<file path="src/rtl/max_tree_in_packer.sv">
`default_nettype none
// ============================================================================
// Module   : max_tree_in_packer
// Purpose  : Packs a valid/ready element stream into pooling-window vectors
//            for the pipelined signed max-compare tree. Each vector holds up
//            to cmp_input_n lanes. Lanes not filled by the window are padded
//            with the most-negative signed value, so they can never win a max.
//            The block shares the tree's global clock enable, so the two
//            stall together.
// Ports    : aclk, aresetn      - clock, synchronous active-low reset
//            aclken             - global clock enable (qualifies all updates)
//            win_len[5:0]       - elements per vector (0 or >N means N)
//            s_axis_data/last/valid, s_axis_ready - input element stream
//            cmp_in             - packed vector; lane k in [(k+1)*W-1 : k*W]
//            cmp_in_vld         - vector valid towards the tree
//            cmp_in_last        - vector was closed by s_axis_last
//            vec_cnt[15:0]      - wrapping count of emitted vectors
// Revision : 1.0 - initial release
// ============================================================================
module max_tree_in_packer #(
  parameter int cmp_input_n      = 4,
  parameter int cmp_width        = 8,
  parameter int simulation_delay = 1
) (
  input  logic                              aclk,
  input  logic                              aresetn,
  input  logic                              aclken,
  input  logic [5:0]                        win_len,
  input  logic [cmp_width-1:0]              s_axis_data,
  input  logic                              s_axis_last,
  input  logic                              s_axis_valid,
  output logic                              s_axis_ready,
  output logic [cmp_input_n*cmp_width-1:0]  cmp_in,
  output logic                              cmp_in_vld,
  output logic                              cmp_in_last,
  output logic [15:0]                       vec_cnt
);

  localparam int                   c_cnt_w = $clog2(cmp_input_n);
  localparam logic [5:0]           c_n     = 6'(cmp_input_n);
  localparam logic [cmp_width-1:0] c_pad   = {1'b1, {(cmp_width-1){1'b0}}};

  // Register updates are modelled with zero delay; the delay parameter is
  // kept only so that instantiations written for the original interface
  // still elaborate unchanged.
  if (simulation_delay > 0) begin : g_sim_delay
  end else begin : g_no_sim_delay
  end

  // --------------------------------------------------------------------------
  // State
  // --------------------------------------------------------------------------
  logic [c_cnt_w-1:0]               r_cnt;
  logic [5:0]                       r_len;
  logic [cmp_width-1:0]             r_buf [cmp_input_n];
  logic [cmp_input_n*cmp_width-1:0] r_cmp_in;
  logic                             r_vld;
  logic                             r_last;
  logic [15:0]                      r_vec_cnt;

  // --------------------------------------------------------------------------
  // Combinational control
  // --------------------------------------------------------------------------
  logic [5:0]                       w_win_clamped;
  logic [5:0]                       w_len_eff;
  logic [5:0]                       w_cnt_ext;
  logic                             w_accept;
  logic                             w_done;
  logic [cmp_input_n*cmp_width-1:0] w_vec;

  assign s_axis_ready = aclken;
  assign w_accept     = s_axis_valid & aclken;

  assign w_win_clamped = ((win_len == 6'd0) || (win_len > c_n)) ? c_n : win_len;

  // At a vector start the live win_len is used directly, so a one-beat
  // window completes on its very first beat; afterwards the latched copy
  // keeps mid-vector win_len changes from affecting the current vector.
  assign w_len_eff = (r_cnt == '0) ? w_win_clamped : r_len;
  assign w_cnt_ext = 6'(r_cnt);

  assign w_done = w_accept &
                  ((w_cnt_ext == (w_len_eff - 6'd1)) | s_axis_last);

  // Assemble the completed vector: earlier lanes from the buffer, the
  // current lane straight from the bus, remaining lanes padded.
  for (genvar k = 0; k < cmp_input_n; k++) begin : g_lane
    localparam logic [5:0] c_k = 6'(k);
    assign w_vec[k*cmp_width +: cmp_width] =
        (c_k <  w_cnt_ext) ? r_buf[k]    :
        (c_k == w_cnt_ext) ? s_axis_data :
                             c_pad;
  end

  // --------------------------------------------------------------------------
  // Fill counter, active length and output register
  // --------------------------------------------------------------------------
  always_ff @(posedge aclk) begin
    if (!aresetn) begin
      r_cnt     <= '0;
      r_len     <= c_n;
      r_cmp_in  <= {cmp_input_n{c_pad}};
      r_vld     <= 1'b0;
      r_last    <= 1'b0;
      r_vec_cnt <= 16'd0;
    end else if (aclken) begin
      if (w_accept && (r_cnt == '0)) begin
        r_len <= w_win_clamped;
      end

      if (w_done) begin
        r_cmp_in  <= w_vec;
        r_vld     <= 1'b1;
        r_last    <= s_axis_last;
        r_vec_cnt <= r_vec_cnt + 16'd1;
        r_cnt     <= '0;
      end else begin
        // cmp_in is left untouched so the tree keeps a stable operand.
        r_vld  <= 1'b0;
        r_last <= 1'b0;
        if (w_accept) begin
          r_cnt <= r_cnt + 1'b1;
        end
      end
    end
  end

  // The accumulation buffer needs no reset: a lane is always written before
  // the output mux can select it, and stale lanes are replaced by padding.
  always_ff @(posedge aclk) begin
    if (aresetn && w_accept) begin
      r_buf[r_cnt] <= s_axis_data;
    end
  end

  assign cmp_in      = r_cmp_in;
  assign cmp_in_vld  = r_vld;
  assign cmp_in_last = r_last;
  assign vec_cnt     = r_vec_cnt;

endmodule
`default_nettype wire

</file>
<file path="config.mk">
export PLATFORM = sky130hd
export DESIGN_NAME = max_tree_in_packer
export DESIGN_NICKNAME = d
export VERILOG_FILES = /design/src/rtl/max_tree_in_packer.sv
export SDC_FILE = /design/constraint.sdc
export NUM_CORES = 1
export LEC_CHECK = 0
export CAP_MARGIN = 0
export CORE_MARGIN = 3
export CORE_UTILIZATION = 50
export CTS_CLUSTER_DIAMETER = 80
export DETAILED_ROUTE_END_ITERATION = 16
export PLACE_DENSITY_LB_ADDON = 0.1
export SLEW_MARGIN = 20
export SYNTH_ARGS = -nofsm -noshare
export SYNTH_HDL_FRONTEND = slang
export SYNTH_SLANG_ARGS = --single-unit
</file>
<file path="constraint.sdc">
create_clock -name aclk -period 5.6 [get_ports aclk]
set_clock_uncertainty 0.1 [all_clocks]
set_input_delay 1.12 -clock aclk [delete_from_list [all_inputs] [get_ports aclk]]
set_output_delay 1.12 -clock aclk [all_outputs]
set_load 0.05 [all_outputs]
</file>
==> results_dict.tcl, run 1 <==
set metrics [dict create \
    global_route_total_usage_across_every_layer 0.205 \
    cts_post_setup_buffers_inserted 0 \
    rsz0062_at_grt "no" \
    tns_ns 0 \
    synth_compound_area_frac 0.156 \
    syn_std_cell_area_mm2 0.00361 \
    die_height_um 91.0 \
    areaGrowthSynthToFinish_pct 24.3 \
    synth.area.mux_share 0 \
    detail_route.drc_violations 0 \
    yosys_register_bits 82 \
    clock_latency_ns 0.34 \
    vias 2934 \
    area_of_the_die_mm2 0.00829 \
    cp.required_ns 5.77 \
    post-layout-total-power_mw 1.19 \
    final_min_period_over_clock_period 0.723 \
    grt_pass1_vias 2937 \
    critical_path.slowest_cell "sky130_fd_sc_hd__dfxtp_1" \
    critPathKind "reg2reg" \
    syn-mean-instance-area_um2 9.69 \
    clockRootBuffer "sky130_fd_sc_hd__clkbuf_8" \
    cts-root-to-sink-buffers 2 \
    multi_input_area_mm2 0.00156 \
    ant_nets 0 \
    p_sw_uw 314 \
    endpoint_kind "flop" \
    final_core_utilization 0.651 \
    clock_sink_count 82 \
    final_period_minus_worst_setup_slack_ns 4.05 \
    timing.final.max_slew_violations 0 \
    global_route_wire_length_before_repair_mm 13.8 \
    post_cts_resize_count 0 \
    async_reset_ff_frac 0 \
    max_slew.worst_pin.slew_ns 0.836 \
    antennaDiodeCount 0 \
    coreArea_mm2 0.00691 \
    htree_num_levels 3 \
    critical_path_peak_fanout 40 \
    synth-seq-area-share 0.521 \
    synthCells 373 \
    synth_simple_gate_area_frac 0.246 \
    cp_num_buf_inv 2 \
    avgViaCountPerCell 5.55 \
    post_synth_fa_ha_maj_area_fraction 0.0242 \
    pin_count_of_the_biggest_net_entering_global_routing 51 \
    drt-pass1-iter-count 4 \
    share_seq_of_total_power 0.530 \
    final.hold.worst_slack_ns 0.354 \
    number_of_i_o_pins 70 \
    remaining_overflow_grt 0 \
    status "finished, final reports clean" \
    vdd_ir_drop_max_v 0.000137 \
    critical_path_arrival_ns 4.23 \
    yosys.area_share.xor_xnor 0.00485 \
    initial_utilization 0.523 \
    worst_setup_hold_path_clk_slew_ns 0.08 \
    sequential_cell_area_mm2 0.00188 \
    maxCapViolCount 0 \
    cts_made_buffers 9 \
    timing.final.setup_violations 0 \
    comb_power_share 0.119 \
    port_buffers 69 \
    worstSetupStartpointType "flop" \
    final_hold_viol_count 0 \
    power.share.clock 0.351 \
    worstHoldPathType "reg2reg" \
    detailedPlace.worstSlack_ns 1.23 \
    post_synth_num_cell_types 53 \
    yosysWarnings 0 \
    grt_util_met3 0.0530 \
    final_layout_size_suffix_gt1_frac 0.0855 \
    power_report.internal_total_uw 877 \
    totalWireLength_mm 8.06 \
    cts_tree "built" \
    final.setup.worst_slack_ns 1.55 \
    switching_share 0.264 \
    grt_busiest_layer "met2" \
    drtIter0Drc 173 \
    number_of_antenna_violations_at_the_first_check_in_global_routing 0 \
    power-per-cell-area_mw_per_mm2 265 \
    main_combinational_cell_family_by_area_after_synthesis "simple AND/OR/NAND/NOR gates" \
    globalRouteMet2Util 0.318 \
    leak_nw 1.50 \
    max_freq_ghz 0.247 \
    cp_cell_sequence "inv_1, ha_1, and2b_1, a31oi_1, ha_1, and2b_1, o211ai_1, a311oi_4, a21boi_4, buf_4, a221oi_1, nor3_2" \
    postSynthNetCount 399 \
    rows 30 \
    hpwl_after_dpl_mm 5.27 \
    synth_enable_flop_cells 24 \
    hold_buffers 0 \
    final_net_count 454 \
    dominantRegCellSynth "sky130_fd_sc_hd__dfxtp_1" \
    worst_path_dominant_cell_family "compound AO/OA/AOI/OAI gates" \
    post_drt_wl_per_cell_um 15.2 \
    most_used_cells_in_the_layout_excluding_fill_and_tap_cells "sky130_fd_sc_hd__clkdlybuf4s50_1, sky130_fd_sc_hd__dfxtp_1, sky130_fd_sc_hd__nand2_1" \
    groute.layer.met1.usage 0.265 \
    die_x_extent_um 91.0 \
    worst_path_largest_cell_delay_ns 0.70 \
    maxSlewHeadroom 0.441 \
    filler_cell_count 601 \
    gp_congestion 0.845 \
    mostFrequentLayoutCell "sky130_fd_sc_hd__clkdlybuf4s50_1" \
]
-- area by class of cell --
| type | count | area share |
|---|---|---|
| clock buffer | 9 | 0.0276 |
| clock inverter | 7 | 0.0153 |
| inverter | 7 | 0.00585 |
| multi-input combinational | 256 | 0.347 |
| sequential | 82 | 0.419 |
| tap | 96 | 0.0267 |
| timing repair buffer | 72 | 0.159 |
-- power by group through the flow --
stage / Clock [mW] / Combinational, mW / Sequential (mW)
after floorplan: 0 / 0.0593 / 0.679
after global placement: 0 / 0.141 / 0.646
after detailed placement: 0 / 0.142 / 0.646
after CTS: 0.427 / 0.143 / 0.632
after global routing: 0.453 / 0.153 / 0.634
final: 0.418 / 0.142 / 0.632
-- through the flow --
step | std cells | area [µm²]
after floorplan | 373 | 3610
after global placement | 513 | 4300
after detailed placement | 513 | 4300
after CTS | 529 | 4490
after global routing | 529 | 4490
final | 529 | 4490
-- worst register-to-register path, cell delays in order (launching register included) --
cell and delay [ns]:
sky130_fd_sc_hd__dfxtp_1 0.70, sky130_fd_sc_hd__inv_1 0.17, sky130_fd_sc_hd__ha_1 0.46, sky130_fd_sc_hd__and2b_1 0.30
sky130_fd_sc_hd__a31oi_1 0.18, sky130_fd_sc_hd__ha_1 0.23, sky130_fd_sc_hd__and2b_1 0.22, sky130_fd_sc_hd__o211ai_1 0.14
sky130_fd_sc_hd__a311oi_4 0.15, sky130_fd_sc_hd__a21boi_4 0.70, sky130_fd_sc_hd__buf_4 0.38, sky130_fd_sc_hd__a221oi_1 0.10
sky130_fd_sc_hd__nor3_2 0.14
-- state kept, by name, indices dropped and copies added (netlist names) --
signal	cells
r_len	6
cmp_in_vld	1
vec_cnt	16
cmp_in	32
r_buf	24
r_cnt	2
cmp_in_last	1
-- per-layer routing --
layer	share of wire	vias up
li1	-	1465
met1	0.47	1372
met2	0.46	87
met3	0.058	10
met4	0.018	0
met5	0	-
-- final timing paths --
path                                 start          to  slack (ns)  cells after the start
worst max-delay path              r_cnt[1]  cmp_in[10]        1.55                     12
worst min register to register  cmp_in[26]  cmp_in[26]        0.35                      2
worst max register to register    r_cnt[1]  cmp_in[10]        1.55                     12
worst min-delay path            cmp_in[26]  cmp_in[26]        0.35                      2
-- synthesized netlist by cell type, types with 3 or more instances --
library cell / count / area share
sky130_fd_sc_hd__a211oi_1: 9 / 0.019
sky130_fd_sc_hd__a21oi_1: 27 / 0.037
sky130_fd_sc_hd__a221oi_1: 7 / 0.017
sky130_fd_sc_hd__a311oi_1: 7 / 0.017
sky130_fd_sc_hd__and2_1: 4 / 0.0069
sky130_fd_sc_hd__and3_1: 8 / 0.014
sky130_fd_sc_hd__buf_2: 4 / 0.0055
sky130_fd_sc_hd__buf_4: 6 / 0.012
sky130_fd_sc_hd__clkbuf_1: 15 / 0.016
sky130_fd_sc_hd__dfxtp_1: 58 / 0.32
sky130_fd_sc_hd__edfxtp_1: 24 / 0.20
sky130_fd_sc_hd__ha_1: 7 / 0.024
sky130_fd_sc_hd__inv_1: 6 / 0.0062
sky130_fd_sc_hd__nand2_1: 38 / 0.039
sky130_fd_sc_hd__nand2b_1: 4 / 0.0069
sky130_fd_sc_hd__nand3_1: 25 / 0.035
sky130_fd_sc_hd__nand4_1: 6 / 0.010
sky130_fd_sc_hd__nor2_1: 37 / 0.038
sky130_fd_sc_hd__nor2b_1: 3 / 0.0052
sky130_fd_sc_hd__nor3_2: 14 / 0.039
sky130_fd_sc_hd__o21ai_0: 8 / 0.011
sky130_fd_sc_hd__o21ai_1: 6 / 0.0083
sky130_fd_sc_hd__or3_1: 12 / 0.021
-- cell families after synthesis --
logic type / Yosys count
AO/OA/AOI/OAI: 81
XOR/XNOR: 2
adder cells (fa/ha/maj): 7
buffers and inverters: 35
flip-flops: 82
AND/OR/NAND/NOR: 166
Power figures use the tool's default switching activity.
==> run 2, diff against run 1 <==
==> constraint.sdc (replaced) <==
create_clock -name aclk -period 3.8 [get_ports aclk]
set_clock_uncertainty 0.1 [all_clocks]
set_input_delay 0.76 -clock aclk [delete_from_list [all_inputs] [get_ports aclk]]
set_output_delay 0.76 -clock aclk [all_outputs]
set_load 0.05 [all_outputs]
==> run 2 against run 1 <==
Count of clock-buffer cells in the layout rose by 1. Non-clock buffer count rose by 10. Clock power rose by 57%.
==> results_dict.tcl, run 2 (same netlist as run 1, synthesis figures left out) <==
set metrics [dict create \
    maxCapViolCount 0 \
    filler_cell_count 581 \
    r2r_cells 11 \
    die_x_extent_um 91.0 \
    maxSlewHeadroom 0.537 \
    worstSetupStartpointType "primary input" \
    final_net_count 464 \
    endpoint_kind "flop" \
    vias 2948 \
    die_height_um 91.0 \
    final.setup.worst_slack_ns 0.396 \
    tns_ns 0 \
    max_freq_ghz 0.294 \
    worstHoldStart "cmp_in[25]" \
    post_cts_resize_count 0 \
    sequential_cell_area_mm2 0.00188 \
    final_period_minus_worst_setup_slack_ns 3.40 \
    hold_buffers 0 \
    detailedPlace.worstSlack_ns 0.0358 \
    rows 30 \
    rsz0062_at_grt "no" \
    timing.hold.worst_path_depth 2 \
    port_buffers 69 \
    status "finished, final reports clean" \
    pin_count_of_the_biggest_net_entering_global_routing 51 \
    post_drt_wl_per_cell_um 15.1 \
    critical_path_peak_fanout 16 \
    multi_input_area_mm2 0.00156 \
    ant_nets 0 \
    max_slew.worst_pin.slew_ns 0.693 \
    leak_nw 1.56 \
    hold-path-endpoint "cmp_in[25]" \
    timing.final.max_slew_violations 0 \
    cts_made_buffers 9 \
    final_layout_size_suffix_gt1_frac 0.106 \
    rr_endpoint "vec_cnt[11]" \
    power-per-cell-area_mw_per_mm2 392 \
    antennaDiodeCount 0 \
    vdd_ir_drop_max_v 0.000222 \
    coreArea_mm2 0.00691 \
    global_route_wire_length_before_repair_mm 13.7 \
    initial_utilization 0.523 \
    gp_congestion 0.835 \
    clockRootBuffer "sky130_fd_sc_hd__clkbuf_8" \
    timing.final.setup_violations 0 \
    worst_setup_hold_path_clk_slew_ns 0.08 \
    area_of_the_die_mm2 0.00829 \
    cts_tree "built" \
    cts_post_setup_buffers_inserted 0 \
    drt-pass1-iter-count 4 \
    final_hold_viol_count 0 \
    largest_register_ff_count 32 \
    clock_latency_ns 0.34 \
    drtIter0Drc 142 \
    most_used_cells_in_the_layout_excluding_fill_and_tap_cells "sky130_fd_sc_hd__clkdlybuf4s50_1, sky130_fd_sc_hd__dfxtp_1, sky130_fd_sc_hd__nand2_1" \
    critical_path_arrival_ns 3.57 \
    htree_num_levels 3 \
    clock_sink_count 82 \
    totalWireLength_mm 8.12 \
    detail_route.drc_violations 0 \
    remaining_overflow_grt 0 \
    number_of_antenna_violations_at_the_first_check_in_global_routing 0 \
    critical_path.reg2reg.startpoint "r_cnt[0]" \
    number_of_i_o_pins 70 \
    reg2reg_slack_ns 0.54 \
    hpwl_after_dpl_mm 5.43 \
    worstHoldPathType "reg2reg" \
    cp.required_ns 3.97 \
    cts-root-to-sink-buffers 2 \
    critPathKind "in2reg" \
    areaGrowthSynthToFinish_pct 27.5 \
    global_route_total_usage_across_every_layer 0.204 \
    mostFrequentLayoutCell "sky130_fd_sc_hd__clkdlybuf4s50_1" \
    avgViaCountPerCell 5.48 \
    grt_pass1_vias 2835 \
    final_min_period_over_clock_period 0.896 \
]
run 2: worst max-delay path by stage:
| stage | from | end | slack [ns] | cells past startpoint |
|---|---|---|---|---|
| 3_5_place_dp | win_len[3] | vec_cnt[11] | 0.04 | 10 |
| 5_1_grt | r_cnt[0] | vec_cnt[13] | 0.26 | 12 |
| 6_report | win_len[3] | vec_cnt[11] | 0.40 | 10 |
| 4_1_cts | win_len[3] | vec_cnt[11] | 0.40 | 10 |
| 2_1_floorplan | r_cnt[1] | cmp_in[12] | 0.63 | 15 |
| 3_3_place_gp | win_len[3] | vec_cnt[14] | 0.10 | 11 |
run 2: per-stage QoR:
step	hold slack, ns	cell area, µm²	power (mW)	utilization	cells
after floorplan	0.354	3610	1.09	-	373
final	0.358	4610	1.81	0.667	538
after global placement	0.337	4400	1.17	0.637	523
after detailed placement	0.347	4400	1.17	0.637	523
after CTS	0.359	4610	1.82	0.667	538
after global routing	0.375	4610	1.87	0.667	538
run 2: layout make-up:
class	instances	share of cell area
Clock buffer	10	0.0323
Clock inverter	5	0.0130
Inverter	7	0.00570
Multi-Input combinational cell	256	0.338
Sequential cell	82	0.408
Tap cell	96	0.0261
Timing Repair Buffer	82	0.176
run 2: worst max-delay path, stage by stage:
cell                              delay, ns
sky130_fd_sc_hd__clkdlybuf4s50_1       0.44
sky130_fd_sc_hd__or3_4                 0.40
sky130_fd_sc_hd__o21a_1                0.19
sky130_fd_sc_hd__ha_1                  0.19
sky130_fd_sc_hd__and2b_1               0.23
sky130_fd_sc_hd__o211ai_1              0.13
sky130_fd_sc_hd__a311oi_4              0.37
sky130_fd_sc_hd__a21boi_4              0.18
sky130_fd_sc_hd__or4_1                 0.52
sky130_fd_sc_hd__a21oi_1               0.17
run 2: routing by layer:
| metal | vias to the layer above | global-route usage | wire [µm] |
|---|---|---|---|
| met5 | - | 0 | 0 |
| met4 | 0 | 0.0578 | 79 |
| met3 | 9 | 0.0555 | 475 |
| met2 | 92 | 0.332 | 3860 |
| met1 | 1367 | 0.266 | 3710 |
| li1 | 1480 | - | - |
run 2: report_power, final:
| part | switching [mW] | leakage [nW] | internal [mW] |
|---|---|---|---|
| sequential | 0.0113 | 0.688 | 0.918 |
| clock | 0.313 | 0.104 | 0.342 |
| combinational | 0.141 | 0.771 | 0.0799 |
